===== config.mk =====
export PLATFORM = sky130hd
export DESIGN_NAME = cvm300_pixel_packer_flat
export DESIGN_NICKNAME = d
export VERILOG_FILES = /design/src/rtl/cvm300_pixel_packer_if.sv /design/src/rtl/cvm300_pixel_packer.sv /design/src/flat_wrapper.sv
export SDC_FILE = /design/constraint.sdc
export NUM_CORES = 1
export LEC_CHECK = 0
export ABC_AREA = 1
export BUFFER_PORTS_ARGS = -buffer_cell sky130_fd_sc_hd__buf_2
export CAP_MARGIN = 10
export CORE_UTILIZATION = 33
export CTS_BUF_LIST = sky130_fd_sc_hd__clkbuf_4 sky130_fd_sc_hd__clkbuf_8
export CTS_CLUSTER_DIAMETER = 200
export DETAILED_ROUTE_END_ITERATION = 8
export GPL_ROUTABILITY_DRIVEN = 0
export PLACE_DENSITY = 0.61
export SETUP_SLACK_MARGIN = 0.3
export SYNTH_ARGS = -nofsm -noshare
export SYNTH_HDL_FRONTEND = slang
export SYNTH_SLANG_ARGS = --single-unit

===== constraint.sdc =====
create_clock -name CVM300_CLK_OUT_i -period 4.3 [get_ports CVM300_CLK_OUT_i]
set_input_delay 0.215 -clock CVM300_CLK_OUT_i [delete_from_list [all_inputs] [get_ports CVM300_CLK_OUT_i]]
set_output_delay 0.215 -clock CVM300_CLK_OUT_i [all_outputs]
set_load 0.01 [all_outputs]

===== src/rtl/cvm300_pixel_packer_if.sv =====
// Signal bundle between the CVM300 capture packer, the sensor pins and the image FIFO write port.
// The slave side is the packer; the master side drives the sensor and FIFO-full inputs.
interface cvm300_pixel_packer_if;
  logic [9:0]  CVM300_D;
  logic        CVM300_Data_valid;
  logic        CVM300_Line_valid;
  logic        arm;
  logic        fifo_full;
  logic [31:0] fifo_din;
  logic        fifo_wr_en;
  logic        frame_done;
  logic [15:0] line_count;
  logic [19:0] word_count;
  logic        line_err;
  logic        overflow;

  modport master (
    output CVM300_D, CVM300_Data_valid, CVM300_Line_valid, arm, fifo_full,
    input  fifo_din, fifo_wr_en, frame_done, line_count, word_count, line_err, overflow
  );

  modport slave (
    input  CVM300_D, CVM300_Data_valid, CVM300_Line_valid, arm, fifo_full,
    output fifo_din, fifo_wr_en, frame_done, line_count, word_count, line_err, overflow
  );
endinterface


===== src/rtl/cvm300_pixel_packer.sv =====
// Captures one CVM300 frame per arm edge, truncates pixels to 8 bits and packs four per FIFO word.
// Tracks pixel/line/word counts and raises sticky line-length and overflow flags.
module cvm300_pixel_packer #(
  parameter int PIX_PER_LINE = 648,
  parameter int LINES        = 488
) (
  input logic                  CVM300_CLK_OUT_i,
  input logic                  write_reset_i,
  cvm300_pixel_packer_if.slave bus
);

  typedef enum logic [1:0] {IDLE, ARMED, CAPTURE, DONE} state_e;

  localparam logic [11:0] PixPerLine    = 12'(PIX_PER_LINE);
  localparam logic [15:0] LinesPerFrame = 16'(LINES);
  localparam logic [11:0] PixCntMax     = 12'hFFF;

  state_e      state_q, state_d;
  logic        armPrev_q;
  logic        lvalPrev_q;
  logic        seenLow_q, seenLow_d;
  logic [1:0]  pixIdx_q, pixIdx_d;
  logic [11:0] pixCnt_q, pixCnt_d;
  logic [23:0] packBuf_q, packBuf_d;
  logic [31:0] fifoDin_q, fifoDin_d;
  logic        fifoWrEn_q, fifoWrEn_d;
  logic        frameDone_q, frameDone_d;
  logic [15:0] lineCount_q, lineCount_d;
  logic [19:0] wordCount_q, wordCount_d;
  logic        lineErr_q, lineErr_d;
  logic        overflow_q, overflow_d;

  logic        lval;
  logic        dval;
  logic [7:0]  pixByte;
  logic        armRise;
  logic        lvalFall;
  logic        takePixel;
  logic        emitReq;
  logic [31:0] emitWord;
  logic        unusedDataLsbs;

  assign lval           = bus.CVM300_Line_valid;
  assign dval           = bus.CVM300_Data_valid;
  assign pixByte        = bus.CVM300_D[9:2];
  assign unusedDataLsbs = ^bus.CVM300_D[1:0];
  assign armRise        = bus.arm & ~armPrev_q;
  assign lvalFall       = lvalPrev_q & ~lval;

  always_comb begin
    state_d     = state_q;
    seenLow_d   = seenLow_q;
    pixIdx_d    = pixIdx_q;
    pixCnt_d    = pixCnt_q;
    packBuf_d   = packBuf_q;
    fifoDin_d   = fifoDin_q;
    fifoWrEn_d  = 1'b0;
    frameDone_d = frameDone_q;
    lineCount_d = lineCount_q;
    wordCount_d = wordCount_q;
    lineErr_d   = lineErr_q;
    overflow_d  = overflow_q;
    takePixel   = 1'b0;
    emitReq     = 1'b0;
    emitWord    = '0;

    case (state_q)
      IDLE, DONE: begin
        if (armRise) begin
          state_d     = ARMED;
          seenLow_d   = 1'b0;
          pixIdx_d    = '0;
          pixCnt_d    = '0;
          packBuf_d   = '0;
          frameDone_d = 1'b0;
          lineCount_d = '0;
          wordCount_d = '0;
          lineErr_d   = 1'b0;
          overflow_d  = 1'b0;
        end
      end
      ARMED: begin
        // The cycle LVAL rises is already part of the first line, so its pixel is kept.
        if (!lval) begin
          seenLow_d = 1'b1;
        end else if (seenLow_q) begin
          state_d   = CAPTURE;
          takePixel = dval;
        end
      end
      CAPTURE: begin
        if (lvalFall) begin
          if (pixCnt_q != PixPerLine) begin
            lineErr_d = 1'b1;
          end
          if (pixIdx_q != 2'd0) begin
            emitReq  = 1'b1;
            emitWord = {8'h00, packBuf_q};
          end
          pixIdx_d    = '0;
          pixCnt_d    = '0;
          packBuf_d   = '0;
          lineCount_d = lineCount_q + 16'd1;
          if (lineCount_d == LinesPerFrame) begin
            state_d     = DONE;
            frameDone_d = 1'b1;
          end
        end else begin
          takePixel = lval & dval;
        end
      end
      default: state_d = IDLE;
    endcase

    if (takePixel) begin
      if (pixCnt_q != PixCntMax) begin
        pixCnt_d = pixCnt_q + 12'd1;
      end
      pixIdx_d = pixIdx_q + 2'd1;
      case (pixIdx_q)
        2'd0: packBuf_d[7:0]   = pixByte;
        2'd1: packBuf_d[15:8]  = pixByte;
        2'd2: packBuf_d[23:16] = pixByte;
        default: begin
          emitReq   = 1'b1;
          emitWord  = {pixByte, packBuf_q};
          packBuf_d = '0;
        end
      endcase
    end

    // Buffer is zeroed after every word, so a flush naturally carries zero upper lanes.
    if (emitReq) begin
      if (bus.fifo_full) begin
        overflow_d = 1'b1;
      end else begin
        fifoWrEn_d  = 1'b1;
        fifoDin_d   = emitWord;
        wordCount_d = wordCount_q + 20'd1;
      end
    end
  end

  always_ff @(posedge CVM300_CLK_OUT_i) begin
    if (write_reset_i) begin
      state_q     <= IDLE;
      armPrev_q   <= 1'b0;
      lvalPrev_q  <= 1'b0;
      seenLow_q   <= 1'b0;
      pixIdx_q    <= '0;
      pixCnt_q    <= '0;
      packBuf_q   <= '0;
      fifoDin_q   <= '0;
      fifoWrEn_q  <= 1'b0;
      frameDone_q <= 1'b0;
      lineCount_q <= '0;
      wordCount_q <= '0;
      lineErr_q   <= 1'b0;
      overflow_q  <= 1'b0;
    end else begin
      state_q     <= state_d;
      armPrev_q   <= bus.arm;
      lvalPrev_q  <= lval;
      seenLow_q   <= seenLow_d;
      pixIdx_q    <= pixIdx_d;
      pixCnt_q    <= pixCnt_d;
      packBuf_q   <= packBuf_d;
      fifoDin_q   <= fifoDin_d;
      fifoWrEn_q  <= fifoWrEn_d;
      frameDone_q <= frameDone_d;
      lineCount_q <= lineCount_d;
      wordCount_q <= wordCount_d;
      lineErr_q   <= lineErr_d;
      overflow_q  <= overflow_d;
    end
  end

  assign bus.fifo_din   = fifoDin_q;
  assign bus.fifo_wr_en = fifoWrEn_q;
  assign bus.frame_done = frameDone_q;
  assign bus.line_count = lineCount_q;
  assign bus.word_count = wordCount_q;
  assign bus.line_err   = lineErr_q;
  assign bus.overflow   = overflow_q;

endmodule

===== src/flat_wrapper.sv =====
// flat-port wrapper written by rule: the top's interface ports become plain ports
module cvm300_pixel_packer_flat 
#(
  parameter int PIX_PER_LINE = 648,
  parameter int LINES        = 488
)
  (CVM300_CLK_OUT_i, write_reset_i, bus_CVM300_D, bus_CVM300_Data_valid, bus_CVM300_Line_valid, bus_arm, bus_fifo_full, bus_fifo_din, bus_fifo_wr_en, bus_frame_done, bus_line_count, bus_word_count, bus_line_err, bus_overflow);
  cvm300_pixel_packer_if bus_i ();
  input logic CVM300_CLK_OUT_i;
  input logic write_reset_i;
  input wire logic [$bits(bus_i.CVM300_D)-1:0] bus_CVM300_D;
  input wire logic [$bits(bus_i.CVM300_Data_valid)-1:0] bus_CVM300_Data_valid;
  input wire logic [$bits(bus_i.CVM300_Line_valid)-1:0] bus_CVM300_Line_valid;
  input wire logic [$bits(bus_i.arm)-1:0] bus_arm;
  input wire logic [$bits(bus_i.fifo_full)-1:0] bus_fifo_full;
  output wire logic [$bits(bus_i.fifo_din)-1:0] bus_fifo_din;
  output wire logic [$bits(bus_i.fifo_wr_en)-1:0] bus_fifo_wr_en;
  output wire logic [$bits(bus_i.frame_done)-1:0] bus_frame_done;
  output wire logic [$bits(bus_i.line_count)-1:0] bus_line_count;
  output wire logic [$bits(bus_i.word_count)-1:0] bus_word_count;
  output wire logic [$bits(bus_i.line_err)-1:0] bus_line_err;
  output wire logic [$bits(bus_i.overflow)-1:0] bus_overflow;
  assign bus_i.CVM300_D = bus_CVM300_D;
  assign bus_i.CVM300_Data_valid = bus_CVM300_Data_valid;
  assign bus_i.CVM300_Line_valid = bus_CVM300_Line_valid;
  assign bus_i.arm = bus_arm;
  assign bus_i.fifo_full = bus_fifo_full;
  assign bus_fifo_din = bus_i.fifo_din;
  assign bus_fifo_wr_en = bus_i.fifo_wr_en;
  assign bus_frame_done = bus_i.frame_done;
  assign bus_line_count = bus_i.line_count;
  assign bus_word_count = bus_i.word_count;
  assign bus_line_err = bus_i.line_err;
  assign bus_overflow = bus_i.overflow;
  cvm300_pixel_packer #(.PIX_PER_LINE(PIX_PER_LINE), .LINES(LINES)) u_core (.CVM300_CLK_OUT_i(CVM300_CLK_OUT_i), .write_reset_i(write_reset_i), .bus(bus_i));
endmodule

==> results_dict.tcl <==
set metrics [dict create \
    setup-tns-final_ns 0 \
    fp-row-count 46 \
    p_per_area_nw_per_um2 380 \
    viasPerCell 4.74 \
    numCtsBuffers 17 \
    critPathKind "register to register" \
    hold_violations 0 \
    drcViolationCount 0 \
    drt_first_pass_iters 5 \
    htreeDepth 4 \
    crit_path_max_fanout 19 \
    async_reset_ff_share_pct 0 \
    syn_area_um2 5520 \
    whs_ns 0.0320 \
    rsz0062_at_grt "no" \
    grt_usage_pct 17.2 \
    wl_per_cell_um 12.9 \
    num_vias 5237 \
    grt_pass1_vias 4900 \
    synth-seq-area-share_pct 41.7 \
    post-route-period-util_pct 65.8 \
    post_cts_buffers 0 \
    outcome "completed" \
    cts_tree "done" \
    syn2layout_area_growth_pct 18.0 \
    routed_wl_mm 14.2 \
    dieHeight_um 131 \
    slew_headroom_pct 32.4 \
    die-area_um2 17200 \
    drt_iter0_drc 299 \
    insertion_delay_ns 0.44 \
    fill_cells 1738 \
    clk_pin_slew_ns 0.08 \
    final_max_slew_viol_count 0 \
    cts-root-buf "clkbuf_8" \
    ys.flop_type "dfxtp_1" \
    cts_resized 0 \
    yosys_warnings 0 \
    clkSinkCount 115 \
    syn_inst 797 \
    hp-class "input pin to register" \
    n_antenna_cell 0 \
    setup_viol 0 \
    maxCapViolations 0 \
    min_period_ns 2.83 \
    dp_hpwl_mm 9.49 \
    tightest_slew_ns 1.01 \
    io_pins 88 \
    start_util_pct 34.3 \
    ys_seq_elements 115 \
    io_buffers 85 \
    layout_common_cells "203 x nand2_1, 115 x dfxtp_1, 96 x nor2_1, 85 x buf_2, 80 x inv_1" \
    gr-total-overflow 0 \
    antenna_found_initial 0 \
    worstSetupEndpointType "register" \
    start_kind "register" \
    p_leak_uw 0.00276 \
    layout.nets 903 \
    synth_edf_count 0 \
    drive_gt1_share_pct 16.4 \
    grt_max_degree 60 \
    postSynthNetCount 825 \
    clk_path_buf_depth 2 \
    die_w_um 131 \
    synth_cell_types 42 \
    crit_arrival_ns 3.19 \
    coreArea_um2 16100 \
    grt_pass1_wl_mm 24.0 \
    fin_skew_ns 0.0120 \
    postRouteAntennaNets 0 \
    avgSynthCellArea_um2 6.93 \
    max_freq_ghz 0.353 \
    ir_worst_vdd_v 0.000208 \
    final_common_cell "nand2_1" \
    power_uw 2480 \
    crit_required_ns 4.66 \
]
-- critical path, stage by stage (launching register included) --
cell and delay (ns):
dfxtp_1 0.38, inv_1 0.06, ha_1 0.33, nand2_1 0.14, nand3_1 0.58, inv_1 0.47
nand2_1 0.08, inv_1 0.41, nand3_1 0.13, a21oi_1 0.16
-- registers in the layout, indices dropped and copies added, names as in the netlist, 2 cells and up --
signal                 flops
u_core.bus.fifo_din       32
u_core.packBuf_q          24
u_core.bus.word_count     20
u_core.bus.line_count     16
u_core.pixCnt_q           12
u_core.pixIdx_q            2
u_core.state_q             2
-- Yosys cell counts, types with 3 or more instances --
library cell	count	area share, %
a211oi_1	6	0.82
a21oi_1	65	5.9
a22oi_1	3	0.41
buf_2	10	0.91
clkbuf_1	17	1.2
dfxtp_1	115	42
ha_1	12	2.7
inv_1	80	5.4
inv_2	3	0.20
nand2_1	203	14
nand3_1	39	3.5
nand4_1	13	1.5
nor2_1	97	6.6
nor2_2	4	0.45
nor2_4	3	0.61
nor3_1	11	1.0
nor4_1	3	0.34
o211a_1	3	0.54
o211ai_1	3	0.41
o21ai_0	59	5.3
o22ai_1	15	1.7
or2_2	3	0.34
-- cells by family after synthesis --
kind of cell    count (synthesis)  share of synthesized area [%]
xor+xnor                        2                          0.317
compound gates                165                           16.8
fa+ha+maj                      12                           2.72
simple gates                  388                           30.3
flops                         115                           41.7
buf+inv                       115                           8.16
-- power breakdown --
part           leakage (uW)  switching (uW)  total, uW  internal, uW
logic               0.00165             293        383          90.3
clock network      0.000187             464        997           533
registers          0.000927            16.2       1100          1080
-- final cells by class --
cell class,count,area [um2],area share (%)
Multi-Input combinational cell,567,2770,42.5
Sequential cell,115,2300,35.4
Timing Repair Buffer,89,458,7.03
Inverter,85,322,4.94
Tap cell,216,270,4.15
Clock buffer,19,255,3.92
Clock inverter,13,135,2.07
-- worst paths after layout --
path	from	endpoint	slack [ns]	cells past startpoint
max	u_core.state_q[0]$_SDFFE_PP0P_	u_core.bus.line_count[6]$_SDFFE_PP0P_	1.47	9
min	bus_CVM300_D[9]	u_core.bus.fifo_din[31]$_SDFFE_PP0P_	0.03	3
min reg2reg	u_core.bus.fifo_din[26]$_SDFFE_PP0P_	u_core.bus.fifo_din[26]$_SDFFE_PP0P_	0.46	2
max reg2reg	u_core.state_q[0]$_SDFFE_PP0P_	u_core.bus.line_count[6]$_SDFFE_PP0P_	1.47	9
-- metal layers --
layer	global-route usage, %	wire (um)
met1	22.8	7070
met2	27.0	6490
met3	4.44	593
met4	6.01	80
met5	0	0
-- per-stage QoR --
| stage | setup WS [ns] | utilization [%] | cell area (um2) | cells |
|---|---|---|---|---|
| after floorplan | 2.42 | - | 5520 | 797 |
| after global placement | 1.48 | 37.9 | 6110 | 1071 |
| after detailed placement | 1.45 | 37.9 | 6110 | 1071 |
| after CTS | 1.42 | 40.4 | 6510 | 1104 |
| after global routing | 1.13 | 40.4 | 6510 | 1104 |
| final | 1.47 | 40.4 | 6510 | 1104 |
-- timing repair --
action | 4_1_cts | 5_1_grt
hold endpoints to repair | 1 | 0
hold buffers | 1 | 0
setup endpoints to repair | 0 | 0
Power figures use the tool's default switching activity.
